File: src/rtl/watchdog_heartbeat_source_if.sv
// Watchdog link bundle: liveness/enable/force_reset into the heartbeat source,
// heartbeat and status back out.
interface watchdog_heartbeat_source_if #(
  parameter int unsigned N_SRC = 4
);
  logic             enable;
  logic [N_SRC-1:0] alive;
  logic             force_reset;
  logic             heartbeat;
  logic [N_SRC-1:0] missed_mask;
  logic [7:0]       miss_count;
  logic [15:0]      hb_count;
  logic [2:0]       state;

  // Heartbeat source side
  modport master (
    input  enable,
    input  alive,
    input  force_reset,
    output heartbeat,
    output missed_mask,
    output miss_count,
    output hb_count,
    output state
  );

  // Watchdog / supervisor side
  modport slave (
    output enable,
    output alive,
    output force_reset,
    input  heartbeat,
    input  missed_mask,
    input  miss_count,
    input  hb_count,
    input  state
  );
endinterface

File: src/rtl/watchdog_heartbeat_source.sv
// Watchdog heartbeat source: emits a heartbeat pulse only when every monitored
// source strobed alive within the collection window; records missing sources
// and holds off after a watchdog-forced reset.
module watchdog_heartbeat_source #(
  parameter int unsigned N_SRC     = 4,
  parameter int unsigned WINDOW    = 1000,
  parameter int unsigned PULSE_LEN = 1,
  parameter int unsigned HOLDOFF   = 16
) (
  input logic                   clk,
  input logic                   rst,
  watchdog_heartbeat_source_if.master bus
);

  localparam int unsigned WinW   = (WINDOW > 1) ? $clog2(WINDOW) : 1;
  localparam int unsigned PulseW = $clog2(PULSE_LEN + 1);
  localparam int unsigned HoldW  = $clog2(HOLDOFF + 1);

  localparam logic [WinW-1:0]   WinLast   = WinW'(WINDOW - 1);
  localparam logic [PulseW-1:0] PulseLoad = PulseW'(PULSE_LEN);
  localparam logic [HoldW-1:0]  HoldLoad  = HoldW'(HOLDOFF);

  typedef enum logic [2:0] {
    StIdle    = 3'd0,
    StCollect = 3'd1,
    StEmit    = 3'd2,
    StMiss    = 3'd3,
    StRecover = 3'd4
  } state_e;

  state_e            state_q, state_d;
  logic [N_SRC-1:0]  seen_q, seen_d;
  logic [WinW-1:0]   win_cnt_q, win_cnt_d;
  logic [PulseW-1:0] pulse_cnt_q, pulse_cnt_d;
  logic [HoldW-1:0]  holdoff_q, holdoff_d;
  logic              heartbeat_q, heartbeat_d;
  logic [N_SRC-1:0]  missed_mask_q, missed_mask_d;
  logic [7:0]        miss_count_q, miss_count_d;
  logic [15:0]       hb_count_q, hb_count_d;
  logic [N_SRC-1:0]  seen_now;

  // Include this cycle's strobes so a strobe on the evaluation cycle counts
  assign seen_now = seen_q | bus.alive;

  // Next-state, window bookkeeping and status updates
  always_comb begin
    state_d       = state_q;
    seen_d        = seen_q;
    win_cnt_d     = win_cnt_q;
    pulse_cnt_d   = pulse_cnt_q;
    holdoff_d     = holdoff_q;
    missed_mask_d = missed_mask_q;
    miss_count_d  = miss_count_q;
    hb_count_d    = hb_count_q;

    if (!bus.enable) begin
      state_d     = StIdle;
      seen_d      = '0;
      win_cnt_d   = '0;
      pulse_cnt_d = '0;
      holdoff_d   = '0;
    end else if (bus.force_reset && (state_q != StIdle)) begin
      // Truncates any pulse in progress; a repeat during RECOVER reloads
      state_d     = StRecover;
      holdoff_d   = HoldLoad;
      seen_d      = '0;
      win_cnt_d   = '0;
      pulse_cnt_d = '0;
    end else begin
      unique case (state_q)
        StIdle: begin
          state_d   = StCollect;
          seen_d    = '0;
          win_cnt_d = '0;
        end
        StCollect: begin
          if (win_cnt_q == WinLast) begin
            seen_d    = '0;
            win_cnt_d = '0;
            if (&seen_now) begin
              state_d       = StEmit;
              pulse_cnt_d   = PulseLoad;
              hb_count_d    = hb_count_q + 16'd1;
              missed_mask_d = '0;
            end else begin
              state_d       = StMiss;
              missed_mask_d = ~seen_now;
              if (miss_count_q != 8'hFF) begin
                miss_count_d = miss_count_q + 8'd1;
              end
            end
          end else begin
            seen_d    = seen_now;
            win_cnt_d = win_cnt_q + WinW'(1);
          end
        end
        StEmit: begin
          // alive ignored here: the next window starts clean
          if (pulse_cnt_q <= PulseW'(1)) begin
            state_d     = StCollect;
            pulse_cnt_d = '0;
            seen_d      = '0;
            win_cnt_d   = '0;
          end else begin
            pulse_cnt_d = pulse_cnt_q - PulseW'(1);
          end
        end
        StMiss: begin
          state_d   = StCollect;
          seen_d    = '0;
          win_cnt_d = '0;
        end
        StRecover: begin
          if (holdoff_q <= HoldW'(1)) begin
            state_d   = StCollect;
            holdoff_d = '0;
            seen_d    = '0;
            win_cnt_d = '0;
          end else begin
            holdoff_d = holdoff_q - HoldW'(1);
          end
        end
        default: begin
          state_d   = StIdle;
          seen_d    = '0;
          win_cnt_d = '0;
        end
      endcase
    end

    // Registered heartbeat mirrors the upcoming EMIT state
    heartbeat_d = (state_d == StEmit);
  end

  // State and counter registers with synchronous reset
  always_ff @(posedge clk) begin
    if (rst) begin
      state_q       <= StIdle;
      seen_q        <= '0;
      win_cnt_q     <= '0;
      pulse_cnt_q   <= '0;
      holdoff_q     <= '0;
      heartbeat_q   <= 1'b0;
      missed_mask_q <= '0;
      miss_count_q  <= '0;
      hb_count_q    <= '0;
    end else begin
      state_q       <= state_d;
      seen_q        <= seen_d;
      win_cnt_q     <= win_cnt_d;
      pulse_cnt_q   <= pulse_cnt_d;
      holdoff_q     <= holdoff_d;
      heartbeat_q   <= heartbeat_d;
      missed_mask_q <= missed_mask_d;
      miss_count_q  <= miss_count_d;
      hb_count_q    <= hb_count_d;
    end
  end

  assign bus.heartbeat   = heartbeat_q;
  assign bus.missed_mask = missed_mask_q;
  assign bus.miss_count  = miss_count_q;
  assign bus.hb_count    = hb_count_q;
  assign bus.state       = state_q;

endmodule

File: src/flat_wrapper.sv
// flat-port wrapper written by rule: the top's interface ports become plain ports
module watchdog_heartbeat_source_flat 
#(
  parameter int unsigned N_SRC     = 4,
  parameter int unsigned WINDOW    = 1000,
  parameter int unsigned PULSE_LEN = 1,
  parameter int unsigned HOLDOFF   = 16
)
  (clk, rst, bus_enable, bus_alive, bus_force_reset, bus_heartbeat, bus_missed_mask, bus_miss_count, bus_hb_count, bus_state);
  watchdog_heartbeat_source_if #(.N_SRC(N_SRC)) bus_i ();
  input logic clk;
  input logic rst;
  input wire logic [$bits(bus_i.enable)-1:0] bus_enable;
  input wire logic [$bits(bus_i.alive)-1:0] bus_alive;
  input wire logic [$bits(bus_i.force_reset)-1:0] bus_force_reset;
  output wire logic [$bits(bus_i.heartbeat)-1:0] bus_heartbeat;
  output wire logic [$bits(bus_i.missed_mask)-1:0] bus_missed_mask;
  output wire logic [$bits(bus_i.miss_count)-1:0] bus_miss_count;
  output wire logic [$bits(bus_i.hb_count)-1:0] bus_hb_count;
  output wire logic [$bits(bus_i.state)-1:0] bus_state;
  assign bus_i.enable = bus_enable;
  assign bus_i.alive = bus_alive;
  assign bus_i.force_reset = bus_force_reset;
  assign bus_heartbeat = bus_i.heartbeat;
  assign bus_missed_mask = bus_i.missed_mask;
  assign bus_miss_count = bus_i.miss_count;
  assign bus_hb_count = bus_i.hb_count;
  assign bus_state = bus_i.state;
  watchdog_heartbeat_source #(.N_SRC(N_SRC), .WINDOW(WINDOW), .PULSE_LEN(PULSE_LEN), .HOLDOFF(HOLDOFF)) u_core (.clk(clk), .rst(rst), .bus(bus_i));
endmodule
File: config.mk
export PLATFORM = sky130hd
export DESIGN_NAME = watchdog_heartbeat_source_flat
export DESIGN_NICKNAME = d
export VERILOG_FILES = /design/src/rtl/watchdog_heartbeat_source_if.sv /design/src/rtl/watchdog_heartbeat_source.sv /design/src/flat_wrapper.sv
export SDC_FILE = /design/constraint.sdc
export NUM_CORES = 1
export LEC_CHECK = 0
export CAP_MARGIN = 15
export CORE_AREA = 2 2 74 76
export CTS_CLUSTER_SIZE = 8
export DETAILED_ROUTE_END_ITERATION = 8
export DIE_AREA = 0 0 76 78
export PLACE_DENSITY = 0.79
export SKIP_CTS_REPAIR_TIMING = 1
export SLEW_MARGIN = 20
export SYNTH_ARGS = -nofsm -noshare
export SYNTH_HDL_FRONTEND = slang
export SYNTH_SLANG_ARGS = --single-unit
File: constraint.sdc
create_clock -name clk -period 3.3 [get_ports clk]
set_input_delay 0.33 -clock clk [delete_from_list [all_inputs] [get_ports clk]]
set_output_delay 0.33 -clock clk [all_outputs]
set_load 0.1 [all_outputs]
==> results.txt <==
* Count of routing violations after the opening detailed-route iteration: 122
- Crit share post-route: 0.792
* Placed wire-length estimate after detailed placement: 4.07 mm
- Endpoints failing hold: 0
- The initial utilization of the core area, before any placement, comes to 0.526.
* Critical path peak fanout: 16
- Data on the critical path is required at its endpoint by 3.50 ns.
- Entering global routing, the biggest net connects 43 pins.
- The synthesized netlist occupies a cell area of 0.00265 mm2.
* Most frequent standard cell in the layout excluding fill and tap cells: sky130_fd_sc_hd__dfxtp_1
- Traced cell by cell, the critical path runs through clkdlybuf4s50_1 -> or4bb_1 -> or4_1 -> nor4_1 -> mux2_2.
- Quantity of I/O buffers inserted on ports: 39
- Num Clock Sinks: 51
* Hold Path Class: reg2reg
* CTS tree: yes
- Counting I/O delays and the setup requirement, the final critical path takes 2.61 ns.
* Fraction of registers with async set/reset: 0
* Setup_tns: 0 ns
- Number of max-cap violations: 0
- For this run, the leading register cell type out of synthesis is sky130_fd_sc_hd__dfxtp_1.
- The initial antenna violation count was 0.
- In the final design database the tool counted 360 nets.
- At the worst endpoint, the arrival time is 2.81 ns.
* Last weighted congestion value of the routability-driven placer: 0.842
- In this run the remaining antenna-violating nets after routing total 0.
- Post-route setup slack: 0.686 ns
* Total number of placement rows: 26
- Die width: 76 um
* Unrepaired setup endpoints after global routing: false
* Wirelength per Cell: 13.5 um
- Number of global-route vias before repair: 2185
- Synthesized flop and latch total: 51
* Library cells used by synthesis: 46
* Most frequent cells in the layout: sky130_fd_sc_hd__dfxtp_1, sky130_fd_sc_hd__clkdlybuf4s50_1, sky130_fd_sc_hd__a21oi_1
* Number of ports placed on the die boundary: 40
* Crit path launch type: input pin
- The number of nets handed over by synthesis was 326.
- Clock latency reported for the late side of the worst-skew pair: 0.30 ns
* Level count of the clock H-tree: 2
- The analysis attributes to cell leakage a power of 0.999 nW.
- Buffers inserted during clock tree synthesis total 5.
- Detailed Routing Iterations Pass 1: 4
* Layout Utilization: 0.629
- Synthesized area per cell: 8.48 um2
- Maximum root-to-sink buffer count: 2
* Total grt overflow: 0
* PwrDens: 327 mW/mm2
- Total die area: 0.00593 mm2
* Clock slew at the register clock pins of the worst setup and hold paths: 0.09 ns
- Relative area change from synthesis to final layout: 19.5%
- Setup violations remaining at the end of the flow were counted as 0.
- Global-route wire length before repair: 9.87 mm
- Cells after Synth: 313
- The worst setup path is captured at a register.
- Number of synthesized flops with an enable pin: 0
* Number of max-slew violations in the final report: 0
- Result of the run: finished, final reports clean
- Slowest CP cell: sky130_fd_sc_hd__or4_1
- Detailed-route vias per instance: 5.85
- IR analysis of the VDD net gives a maximum drop of 0.287 mV.
- Of the cells placed in the final design, the portion with a size suffix greater than 1 is 0.0776.
- In this run the tightest slew margin relative to its limit is 0.334.
- Worst clock skew on the final layout: 0.00624 ns
- The critical path is of the in2reg type.
* Number of fillers in the final layout: 471
- Die height: 78 um
* Max frequency: 383 MHz
- CP peak stage delay: 0.69 ns
- During synthesis, Yosys emitted a total of 0 warnings.
- OpenSTA, run right after detailed placement, puts the worst setup slack at 0.354 ns.
* Via count: 2445
- Worst Tran Pin Value: 0.996 ns
- The repair_antennas step left the layout with diodes totalling 0.
- GRT Resource Usage Total: 0.199
- The core region is 0.00504 mm2.
- For this run, the register share of the synthesized area comes to 0.385.
- Aggregate routed wire length: 5.64 mm
* Clock root buffer master: sky130_fd_sc_hd__clkbuf_8
- For this run, design rule violations remaining after detail routing come to 0.
[per-stage QoR]
| stage | total power, mW | hold slack [ns] | cells | area [um2] |
|---|---|---|---|---|
| CTS | 1.05 | 0.468 | 418 | 3170 |
| detailed placement | 0.701 | 0.454 | 410 | 3090 |
| floorplan | 0.678 | 0.437 | 313 | 2650 |
| global route | 1.09 | 0.493 | 418 | 3170 |
| global placement | 0.699 | 0.451 | 410 | 3090 |
| finish | 1.04 | 0.469 | 418 | 3170 |
[path summary, 6_finish.rpt]
check | from | end | slack, ns | depth (start not counted)
setup / recovery | bus_force_reset | u_core.bus.miss_count[3]$_SDFFE_PP0P_ | 0.69 | 5
hold reg to reg | u_core.bus.missed_mask[1]$_SDFFE_PP0P_ | u_core.bus.missed_mask[1]$_SDFFE_PP0P_ | 0.47 | 2
setup reg to reg | u_core.bus.state[0]$_SDFF_PP0_ | u_core.bus.miss_count[3]$_SDFFE_PP0P_ | 0.70 | 4
hold / removal | u_core.bus.missed_mask[1]$_SDFFE_PP0P_ | u_core.bus.missed_mask[1]$_SDFFE_PP0P_ | 0.47 | 2
[registers in the layout (all words and copies together) (netlist names)]
name                    cells
u_core.bus.state            3
u_core.bus.hb_count        16
u_core.win_cnt_q           10
u_core.bus.miss_count       8
u_core.holdoff_q            5
u_core.bus.heartbeat        1
u_core.seen_q               4
u_core.bus.missed_mask      4
[cells by family (layout without fill, tap and decap cells)]
kind of cell,Yosys count,after routing,synth area share
buffers and inverters,24,59,0.0429
AO/OA/AOI/OAI,66,66,0.147
flip-flops,51,51,0.385
adder cells (fa/ha/maj),5,5,0.0236
AND/OR/NAND/NOR,150,150,0.335
multiplexers,12,12,0.0504
XOR/XNOR,5,5,0.0165
[final cells by class]
class	count	area [um2]	area share
Timing Repair Buffer	45	435	0.137
Clock inverter	2	12.5	0.00395
Clock buffer	6	72.6	0.0229
Multi-Input combinational cell	238	1520	0.479
Sequential cell	51	1020	0.322
Tap cell	70	87.6	0.0276
Inverter	6	22.5	0.00710
[layer usage]
| metal | share of wire | track usage |
|---|---|---|
| met2 | 0.48 | 0.339 |
| met1 | 0.47 | 0.258 |
| met4 | 0.0085 | 0.0527 |
| met5 | 0 | 0 |
| met3 | 0.035 | 0.0430 |
[worst max-delay path, delay by kind of cell]
family                 cells  cell delay (ns)
multiplexers               1             0.37
buffers and inverters      1             0.51
AND/OR/NAND/NOR            3             1.61
[report_power, final]
part | internal [mW] | total [mW] | switching (mW)
logic | 0.0247 | 0.0638 | 0.0391
registers | 0.618 | 0.623 | 0.00439
clock network | 0.149 | 0.349 | 0.200
[Yosys cell counts, types with 5 or more instances]
library cell / count / area, um2
sky130_fd_sc_hd__dfxtp_1: 51 / 1020
sky130_fd_sc_hd__a21oi_1: 34 / 170
sky130_fd_sc_hd__nor2_1: 25 / 93.8
sky130_fd_sc_hd__nand2_1: 20 / 75.1
sky130_fd_sc_hd__o31ai_1: 14 / 105
sky130_fd_sc_hd__or4_1: 14 / 105
sky130_fd_sc_hd__nor2b_1: 12 / 75.1
sky130_fd_sc_hd__or3_1: 12 / 75.1
sky130_fd_sc_hd__nand3_1: 11 / 55.1
sky130_fd_sc_hd__clkbuf_1: 10 / 37.5
sky130_fd_sc_hd__nand4_1: 10 / 62.6
sky130_fd_sc_hd__mux2_2: 9 / 101
sky130_fd_sc_hd__nor4_1: 9 / 56.3
sky130_fd_sc_hd__o21ai_0: 9 / 45.0
sky130_fd_sc_hd__and2_1: 6 / 37.5
sky130_fd_sc_hd__inv_1: 6 / 22.5
sky130_fd_sc_hd__and4_1: 5 / 43.8
sky130_fd_sc_hd__ha_1: 5 / 62.6
sky130_fd_sc_hd__nor3_1: 5 / 25.0
Note: power is estimated with default switching activity, not from simulation.
